$ cat config.mk
export PLATFORM = sky130hd
export DESIGN_NAME = dpm_arbiter
export DESIGN_NICKNAME = d
export VERILOG_FILES = /design/src/rtl/dpm_arbiter.sv
export SDC_FILE = /design/constraint.sdc
export NUM_CORES = 1
export LEC_CHECK = 0
export CAP_MARGIN = 10
export CORE_AREA = 4 4 96 98
export DETAILED_ROUTE_END_ITERATION = 16
export DIE_AREA = 0 0 100 102
export PLACE_DENSITY = 0.7
export SLEW_MARGIN = 20
export SYNTH_ARGS = -nofsm -noshare
export SYNTH_HDL_FRONTEND = slang
export SYNTH_SLANG_ARGS = --single-unit
$ cat constraint.sdc
create_clock -name clk -period 2.8 [get_ports clk]
set_clock_uncertainty 0.1 [all_clocks]
set_input_delay 0.56 -clock clk [delete_from_list [all_inputs] [get_ports clk]]
set_output_delay 0.56 -clock clk [all_outputs]
set_load 0.02 [all_outputs]
$ cat src/rtl/dpm_arbiter.sv
`default_nettype none
// ============================================================================
// Module   : dpm_arbiter
// Brief    : Two-client round-robin arbiter for the write and read ports of
//            dual_port_memory, with 1-cycle read response routing and
//            deterministic same-address write/read collision handling.
//            Optional macro DPM_ARB_RAW_BYPASS_EN: collisions do not stall the
//            read; the write data is forwarded into the response instead.
// Revision : 1.0 - initial release
// ============================================================================
module dpm_arbiter #(
    parameter int DATA_WIDTH = 32,
    parameter int ADDR_WIDTH = 8
) (
    input  logic                  clk,
    input  logic                  rst_n,
    // client A
    input  logic                  a_wr_req,
    input  logic [ADDR_WIDTH-1:0] a_wr_addr,
    input  logic [DATA_WIDTH-1:0] a_wr_data,
    output logic                  a_wr_gnt,
    input  logic                  a_rd_req,
    input  logic [ADDR_WIDTH-1:0] a_rd_addr,
    output logic                  a_rd_gnt,
    output logic                  a_rd_valid,
    output logic [DATA_WIDTH-1:0] a_rd_data,
    // client B
    input  logic                  b_wr_req,
    input  logic [ADDR_WIDTH-1:0] b_wr_addr,
    input  logic [DATA_WIDTH-1:0] b_wr_data,
    output logic                  b_wr_gnt,
    input  logic                  b_rd_req,
    input  logic [ADDR_WIDTH-1:0] b_rd_addr,
    output logic                  b_rd_gnt,
    output logic                  b_rd_valid,
    output logic [DATA_WIDTH-1:0] b_rd_data,
    // memory side
    output logic                  mem_wr_en,
    output logic [ADDR_WIDTH-1:0] mem_wr_addr,
    output logic [DATA_WIDTH-1:0] mem_wr_data,
    output logic                  mem_rd_en,
    output logic [ADDR_WIDTH-1:0] mem_rd_addr,
    input  logic [DATA_WIDTH-1:0] mem_rd_data
);

    localparam logic c_SIDE_A = 1'b0;
    localparam logic c_SIDE_B = 1'b1;

    logic                  r_wr_prio;
    logic                  r_rd_prio;
    logic                  r_rsp_pend;
    logic                  r_rsp_owner;

    logic                  w_wr_gnt_a;
    logic                  w_wr_gnt_b;
    logic                  w_wr_any;
    logic [ADDR_WIDTH-1:0] w_wr_addr;
    logic [DATA_WIDTH-1:0] w_wr_data;
    logic                  w_rd_sel_a;
    logic                  w_rd_sel_b;
    logic [ADDR_WIDTH-1:0] w_rd_sel_addr;
    logic                  w_hazard;
    logic                  w_rd_stall;
    logic                  w_rd_gnt_a;
    logic                  w_rd_gnt_b;
    logic [DATA_WIDTH-1:0] w_rsp_data;

    // Write port round-robin; grants are forced low while reset is asserted.
    always_comb begin
        w_wr_gnt_a = rst_n & a_wr_req & (~b_wr_req | (r_wr_prio == c_SIDE_A));
        w_wr_gnt_b = rst_n & b_wr_req & (~a_wr_req | (r_wr_prio == c_SIDE_B));
        w_wr_any   = w_wr_gnt_a | w_wr_gnt_b;
        w_wr_addr  = '0;
        w_wr_data  = '0;
        if (w_wr_gnt_a) begin
            w_wr_addr = a_wr_addr;
            w_wr_data = a_wr_data;
        end else if (w_wr_gnt_b) begin
            w_wr_addr = b_wr_addr;
            w_wr_data = b_wr_data;
        end
    end

    // Read port round-robin candidate, then collision check against the write.
    always_comb begin
        w_rd_sel_a    = a_rd_req & (~b_rd_req | (r_rd_prio == c_SIDE_A));
        w_rd_sel_b    = b_rd_req & (~a_rd_req | (r_rd_prio == c_SIDE_B));
        w_rd_sel_addr = w_rd_sel_a ? a_rd_addr : (w_rd_sel_b ? b_rd_addr : '0);
        // A same-address read/write pair is a read-after-write hazard.
        w_hazard      = w_wr_any & (w_rd_sel_a | w_rd_sel_b) & (w_wr_addr == w_rd_sel_addr);
`ifdef DPM_ARB_RAW_BYPASS_EN
        w_rd_stall    = 1'b0;
`else
        // Hold the read one cycle so it observes the freshly written word.
        w_rd_stall    = w_hazard;
`endif
        w_rd_gnt_a    = rst_n & w_rd_sel_a & ~w_rd_stall;
        w_rd_gnt_b    = rst_n & w_rd_sel_b & ~w_rd_stall;
    end

    assign a_wr_gnt    = w_wr_gnt_a;
    assign b_wr_gnt    = w_wr_gnt_b;
    assign a_rd_gnt    = w_rd_gnt_a;
    assign b_rd_gnt    = w_rd_gnt_b;
    assign mem_wr_en   = w_wr_any;
    assign mem_wr_addr = w_wr_addr;
    assign mem_wr_data = w_wr_data;
    assign mem_rd_en   = w_rd_gnt_a | w_rd_gnt_b;
    assign mem_rd_addr = w_rd_gnt_a ? a_rd_addr : (w_rd_gnt_b ? b_rd_addr : '0);

    // Priority flips to the losing side after every grant on that port.
    always_ff @(posedge clk or negedge rst_n) begin
        if (!rst_n) begin
            r_wr_prio <= c_SIDE_A;
            r_rd_prio <= c_SIDE_A;
        end else begin
            if (w_wr_gnt_a)      r_wr_prio <= c_SIDE_B;
            else if (w_wr_gnt_b) r_wr_prio <= c_SIDE_A;
            if (w_rd_gnt_a)      r_rd_prio <= c_SIDE_B;
            else if (w_rd_gnt_b) r_rd_prio <= c_SIDE_A;
        end
    end

    // Track which client owns the response arriving on the next cycle.
    always_ff @(posedge clk or negedge rst_n) begin
        if (!rst_n) begin
            r_rsp_pend  <= 1'b0;
            r_rsp_owner <= c_SIDE_A;
        end else begin
            r_rsp_pend <= w_rd_gnt_a | w_rd_gnt_b;
            if (w_rd_gnt_a)      r_rsp_owner <= c_SIDE_A;
            else if (w_rd_gnt_b) r_rsp_owner <= c_SIDE_B;
        end
    end

`ifdef DPM_ARB_RAW_BYPASS_EN
    logic                  r_byp_sel;
    logic [DATA_WIDTH-1:0] r_byp_data;

    // Capture colliding write data; the memory would return the old word.
    always_ff @(posedge clk or negedge rst_n) begin
        if (!rst_n) begin
            r_byp_sel  <= 1'b0;
            r_byp_data <= '0;
        end else begin
            r_byp_sel <= w_hazard & (w_rd_gnt_a | w_rd_gnt_b);
            if (w_hazard) r_byp_data <= w_wr_data;
        end
    end

    assign w_rsp_data = r_byp_sel ? r_byp_data : mem_rd_data;
`else
    assign w_rsp_data = mem_rd_data;
`endif

    assign a_rd_valid = r_rsp_pend & (r_rsp_owner == c_SIDE_A);
    assign b_rd_valid = r_rsp_pend & (r_rsp_owner == c_SIDE_B);
    assign a_rd_data  = a_rd_valid ? w_rsp_data : '0;
    assign b_rd_data  = b_rd_valid ? w_rsp_data : '0;

endmodule
`default_nettype wire

After elaboration in Yosys (flattened, before gate mapping). Index checks and enable logic that the tools add are counted.

Flip-flop bits (word level): 4. Input bits: 134. Output and inout port bits: 120. Logic and storage cells: 52.

Eq/ne operators: 1. Mux-type cells: 16. Bitwise logic cells: 29. Reductions and logical operators: 2.

Operators with widths (number): 2-to-1 mux 32 bit (4); 2-to-1 mux 8 bit (6); bitwise AND 1 bit (14); == test 8 bit (1); inverter 1 bit (8); OR 1 bit (7); 2-to-1 mux 1 bit (6); nonzero test 2 bit (2).

Depth between registers and ports, before layout. Gate-level depths: netlist of the first run.

Depth after elaboration: 11. Mapped depth: 9. Depth with buffers taken out: 6.

Worst setup path after synthesis of the first run. Ideal clock, no wire load.

Kind: input to output. Start: in rst_n. End: out a_rd_gnt. Data arrival time: 2198 ps. Data required time: 2140 ps. Path slack: -58 ps. Cell stages on the path: 8. Path buffers: 3. Cells stage by stage: buf_2 buf_2 inv_1 nor2_1 o2111ai_2 o31ai_4 buf_6 nor2_2.

Elaborated cells between the ends (all ways): 13. Classes of those cells: eq/ne (1); mux (2); bitwise (10).

RTL lines: start, declared (RTL line 16) `input logic rst_n,`; bitwise AND 1 bit (on tied branches) (2 in a row) (RTL line 70, 71); OR 1 bit (*) (RTL line 72) `w_wr_any = w_wr_gnt_a | w_wr_gnt_b;`; named net mem_wr_en (RTL line 38) `output logic mem_wr_en,`; bitwise AND 1 bit (*) (2 in a row) (RTL line 90) `w_hazard = w_wr_any & (w_rd_sel_a | w_rd_sel_b) & (w_wr_addr == w_rd_sel_addr);`; inverter 1 bit (*) (RTL line 97) `w_rd_gnt_a = rst_n & w_rd_sel_a & ~w_rd_stall;`; bitwise AND 1 bit (*) (RTL line 97); end, declared (RTL line 24) `output logic a_rd_gnt,`.

Mark *: on every way through the listed nets, which the timed path passes. The rest lies on a longest branch.

Final worst setup path of the first run.
Start: in a_wr_req. End: out b_rd_gnt.

Word-level cells in the longest chain between the ends: 9. Elaborated cells between the ends (all ways): 13. Classes of those cells: eq/ne (1); mux (2); bitwise (10).

Ends and longest elaborated chain: start, declared (RTL line 18) `input logic a_wr_req,`; inverter 1 bit (RTL line 71) `w_wr_gnt_b = rst_n & b_wr_req & (~a_wr_req | (r_wr_prio == c_SIDE_B));`; OR 1 bit (RTL line 71); bitwise AND 1 bit (RTL line 71); 2-to-1 mux 8 bit (RTL line 78) `end else if (w_wr_gnt_b) begin`; 2-to-1 mux 8 bit (RTL line 75) `if (w_wr_gnt_a) begin`; == test 8 bit (RTL line 90); bitwise AND 1 bit (*) (RTL line 90); inverter 1 bit (*) (RTL line 98) `w_rd_gnt_b = rst_n & w_rd_sel_b & ~w_rd_stall;`; bitwise AND 1 bit (*) (RTL line 98); end, declared (RTL line 34) `output logic b_rd_gnt,`.

Every way passes the cells marked *; elsewhere a longest branch is shown, timed or not.

==> results of run 1 <==
synth_stat cells (2+ instances only):
cell / n / area share [%]
and2_1: 33 / 14
nor2_1: 7 / 1.8
a32oi_1: 7 / 4.1
a22o_1: 33 / 19
dfrtp_1: 4 / 6.7
clkbuf_1: 15 / 3.8
o32ai_2: 6 / 6.5
and3_1: 32 / 13
inv_1: 4 / 1.0
buf_6: 3 / 2.3
nor2_2: 10 / 4.2
nand2_1: 19 / 4.8
nor2b_1: 2 / 0.84
buf_2: 4 / 1.3
xor2_1: 7 / 4.1
flip-flops by register name (all words and copies together), names as in the netlist:
name and cells:
r_rsp_owner 1, r_rsp_pend 1, r_rd_prio 1, r_wr_prio 1
path summary, 6_finish.rpt:
check / slack, ns / endpoint / from / cells after the start
max: -0.23 / b_rd_gnt / a_wr_req / 11
min: 0.40 / r_wr_prio$_DFFE_PN0P_ / rst_n / 3
max in group asynchronous: 2.08 / r_rd_prio$_DFFE_PN0P_ / rst_n / 3
min reg2reg: 0.53 / r_wr_prio$_DFFE_PN0P_ / r_wr_prio$_DFFE_PN0P_ / 1
min in group clk: 0.53 / r_wr_prio$_DFFE_PN0P_ / r_wr_prio$_DFFE_PN0P_ / 1
max reg2reg: 0.43 / r_rsp_owner$_DFFE_PN0P_ / r_wr_prio$_DFFE_PN0P_ / 10
per-layer routing:
| layer | up-vias | routed length, um | track usage, % |
|---|---|---|---|
| met1 | 1245 | 3350 | 18.1 |
| met2 | 150 | 5500 | 34.9 |
| met4 | 0 | 151 | 4.35 |
| met5 | - | 0 | 0 |
| li1 | 1335 | - | - |
| met3 | 12 | 974 | 5.26 |
logic make-up (layout without fill, tap and decap cells):
family	Yosys count	in the layout	synth area share [%]
other	0	1	0
xor gates and xnor gates	8	8	4.69
AOI/OAI and AO/OA	56	56	40.4
buffers and inverters	27	322	8.63
and+or+nand+nor	105	105	39.6
DFF	4	4	6.70
report_power, final:
part	switching, mW	internal [mW]
sequential	0.00821	0.0674
clock	0.0280	0.0915
combinational	0.477	0.577
layout make-up:
type	instances	area (um2)
clock buffers	3	41.3
diodes	1	2.50
inverters	5	21.3
well taps	108	135
flip-flops and latches	4	100
repair buffers	314	3080
fillers	714	3580
multi-input cells	169	1510
through the flow:
stage	setup WS (ns)	setup TNS [ns]	area, um2	hold slack, ns	instances
finish	-0.231	-2.46	4890	0.398	604
detailed placement	-1.04	-31.59	4440	0.453	575
global route	-0.307	-3.30	4880	0.425	603
global placement	-1.00	-30.09	4440	0.446	575
CTS	-0.221	-2.26	4790	0.421	595
floorplan	0.00238	0	1570	0.164	200
worst max-delay path, stage by stage:
cell	delay, ns
buf_6	0.10
nor2b_4	0.16
buf_4	0.17
o32ai_4	0.27
xor2_1	0.18
nand4_1	0.21
o31ai_4	0.26
buf_6	0.17
buf_12	0.12
nor2_2	0.04
buf_6	0.12
repair_timing:
action	4_1_cts	5_1_grt
gates cloned	3	0
pin swaps	32	16
setup buffers	14	11
resized for setup	170	21
endpoints found under the setup margin	54	15
==> summary.txt, run 1 <==
Finish
  • Layout cell share with drive strength beyond 1: about a quarter
  • Fin nets: 631
  • Most frequent cells in the layout: 187 x clkdlybuf4s50_1, 47 x buf_4, 43 x dlygate4sd2_1
  • Commonest non-fill, non-tap cell in the layout: clkdlybuf4s50_1
  • Final core utilization: 57.7%
  • Syn-to-layout area delta: 227%

Floorplanning
  • Num ports: 254
  • Cell row count: 34
  • Die height: 102 um
  • Core area: 0.00847 mm2
  • Die Width: 100 um
  • Die ar.: 0.0102 mm2
  • Starting Density: between 10% and 20%

Clock tree
  • Clock latency on the worst-skew pair: 0.21 ns
  • Clk sink count: 4
  • Clock transition at path regs: 0.03 ns
  • CTS H-tree lvls: 1
  • Hold buffers post-CTS: 0
  • CTS Root Cell: clkbuf_8
  • CTS tree: done
  • Number of buffers created by CTS: 3
  • CTS max path bufs: 2

Timing
  • F_max: 330 MHz
  • Setup WS post-layout: -0.231 ns
  • Setup violators final: 11
  • Slew Viols, Final: 0
  • Worst Tran Pin Value: between 0.3 and 0.4 ns
  • Final Hold Viols: 0
  • Final period util: 108%
  • RSZ-0062 raised after global routing: yes
  • Crit path time final: 3.03 ns
  • Slew margin rel.: about three quarters

Drt
  • DR WL/cell: 16.5 um
  • Initial DRC count: 46
  • WL final: 9970 um
  • DRC viols: 0
  • Via count: 2742
  • Routed Antenna Nets: 0
  • Post-DR vias/cell: 4.54
  • First drt pass iteration count: 4

Power
  • Pleak: 2.24 nW
  • Pwr dens: 255 mW/mm2
  • Peak VDD IR: 0.000136 V
  • Pwr Total: 1.25 mW

Global route
  • First-pass GRT wire length: 14300 um
  • Largest net degree at the start of global routing: 35
  • Total track usage: roughly 18%
  • Vias in the first global route: ~2800
  • Initial antenna violation count: 0
  • Grt ovf: 0

Logic synthesis
  • Gate Count Post-Synth: 200
  • Syn Nets: approximately 330
  • Seq/Total Area, Yosys: 6.70%
  • Warnings from Yosys: 0
  • Ys flop type: dfrtp_1
  • #FFs+latches synth: 4
  • Ys async rst share: 100%
  • EDFF count, synth: 0
  • Avg Synthesized Cell Area: roughly 7.5 um2
  • Yosys cell types: 29
  • Mapped cell area: 0.00149 mm2

Status
  • Failing checks: setup timing
  • Outcome: complete, but fails checks

Setup path
  • Startpoint types: primary input
  • Arrival @ worst endpoint: about 2.4 ns
  • Critical path class: primary input to output port
  • Worst Path Max Fanout: 6
  • CP endpoint kind: output port
  • Worst EP required: 2.14 ns

Hold path
  • Hold WC Path Type: primary input to async pin

Place
  • GPL Wtd Cong: 0.852
  • Hpwl dp: 8190 um
  • IO Port Bufs: 253

Run
  • Max cap viols: 0
Note: power is estimated with default switching activity, not from simulation.
==> run 2, diff against run 1 <==
CAP_MARGIN = unset   (was 10)
==> results of run 2 <==
Final layout, timing and power as in run 1 (identical DEF).
==> patch, RTL diff (config.mk and constraints of run 1) <==
`ADDR_WIDTH`: 8 -> 9.
--- a/src/rtl/dpm_arbiter.sv
+++ b/src/rtl/dpm_arbiter.sv
@@ -12,3 +12,3 @@
     parameter int DATA_WIDTH = 32,
-    parameter int ADDR_WIDTH = 8
+    parameter int ADDR_WIDTH = 9
 ) (
Ports: changed (6 resized); port bits go from 254 to 260. No check against the original RTL was run, so the function may have changed too.
==> patch against run 1 <==
- the run still ends with setup timing left
- core utilization increased by 2.0 points
- routed wire length grew 3.6%
- sequential share of layout area hardly changed
- die area is the same
- total power increased by 1.7%
- setup slack better by 0.11 ns
- sequential cell count is the same
- design area up 3.4%
- first-iteration DRC count grew 30%
- global-route usage grew 0.33 points
- area after synthesis is 6.6% higher
- largest cell class unchanged
- largest power group unchanged
==> patch: results (changes against run 1) <==
clock_tree:
  cts_buffers: 3  # unchanged
  cts_setup_buffers: 13  # -1
  post_cts_resized: 206  # +21%
yosys:
  yosysSeqAreaShare: 0.0628  # -0.00416
  ys_top_cells_by_count: "34 x and2_1, 33 x and3_1, 32 x a22o_1, 19 x nand2_1, 18 x clkbuf_1"
  synth.distinct_cells: 35  # +21%
  synth_nets: 358  # +7.2%
  synth_cells: 220  # +10%
  synthTopCellsByArea: "a22o_1 18%, and2_1 13%, and3_1 13%"
routing:
  wl_per_cell_um: 16.8  # +1.8%
  viasPerCell: 4.72  # +4.0%
  drt_first_iter_violations: 60  # +30%
grt:
  antenna_found_initial: 0  # unchanged
  track_usage: 0.180  # +0.00332
  grt_pass1_vias: 2979  # +4.9%
  grt_pass1_wl_mm: 14.9  # +4.2%
worst_setup_path:
  r2r_setup_slack_ns: 0.12  # -0.31 ns
  rr_startpoint: "r_rd_prio$_DFFE_PN0P_"
  cp-endpoint: "mem_rd_addr[5]"
  rr_worst_depth: 13  # +3
place:
  hpwl_mm: 8.43  # +3.0%
  dpl_cell_area_um2: 4590  # +3.4%
  dp.cells: 590  # +2.6%
  io_buffers: 259  # +2.4%
  pre_cts_slack_ns: -0.889  # +0.147 ns
timing:
  finalSetupViolCount: 12  # +1
  finalSetupTns_ns: -1.22  # +1.25 ns
  slew_headroom: 0.773  # +0.0225
  worst_slack_ns: -0.121  # +0.110 ns
layout:
  finalInstanceArea_um2: 5050  # +3.4%
  stdcell_count: 615  # +1.8%
  drive_gt1_frac: 0.259  # -0.00171
  num-nets-final: 646  # +2.4%
  nFillCells: 729  # +2.1%
pwr:
  combPwrFrac: 0.843  # about the same
  p_leak_nw: 2.20  # -1.6%
  swShare: 0.422  # +0.0107
  ir_worst_vdd_uv: 145  # +6.7%
  powerSeq_mw: 0.0774  # +2%
status:
  violations: "setup timing"
  status: "finished, violations left"
## patch: cell count changes after synthesis, sizes merged, moves of 2 or more
cell           run 1  this run
a22oi              0         9
o311a              0         2
o32a               0         2
clkbuf            15        18
nor2              17        15
nor3               0         2
## patch: how the worst min path moves through the flow
stage                                  endpoint  slack (ns)  depth (start not counted)
after floorplan           r_rd_prio$_DFFE_PN0P_        0.16                          0
after global placement    r_wr_prio$_DFFE_PN0P_        0.51                          1
after detailed placement  r_wr_prio$_DFFE_PN0P_        0.51                          1
after CTS                 r_rd_prio$_DFFE_PN0P_        0.31                          3
after global routing      r_rd_prio$_DFFE_PN0P_        0.31                          3
final                     r_rd_prio$_DFFE_PN0P_        0.29                          3
## patch: cell type report
type / count / area share
Timing Repair Buffer: 308 / 0.603
Multi-Input combinational cell: 187 / 0.339
Tap cell: 108 / 0.0267
Sequential cell: 4 / 0.0201
Clock buffer: 3 / 0.00817
Inverter: 4 / 0.00297
Antenna cell: 1 / 0.000495
## patch: worst max-delay path: stages
cell     delay [ns]
buf_6          0.10
nor2b_4        0.13
buf_12         0.15
o32ai_4        0.27
xor2_2         0.21
nand4_4        0.14
nor3_4         0.31
buf_6          0.20
nor2_2         0.05
buf_6          0.13
## patch: kinds of logic after synthesis
family | count (synthesis) | synth area share
buf+inv | 29 | 0.0793
compound gates | 67 | 0.401
simple gates | 112 | 0.412
flops | 4 | 0.0628
xor+xnor | 8 | 0.0440
## patch: metal layers
metal	up-vias	wire length, µm	share of wire	GRT usage
li1	1405	-	-	-
met3	12	930	0.090	0.0519
met1	1331	3450	0.33	0.173
met2	155	5800	0.56	0.378
met5	-	0	0	0
met4	0	152	0.015	0.0321
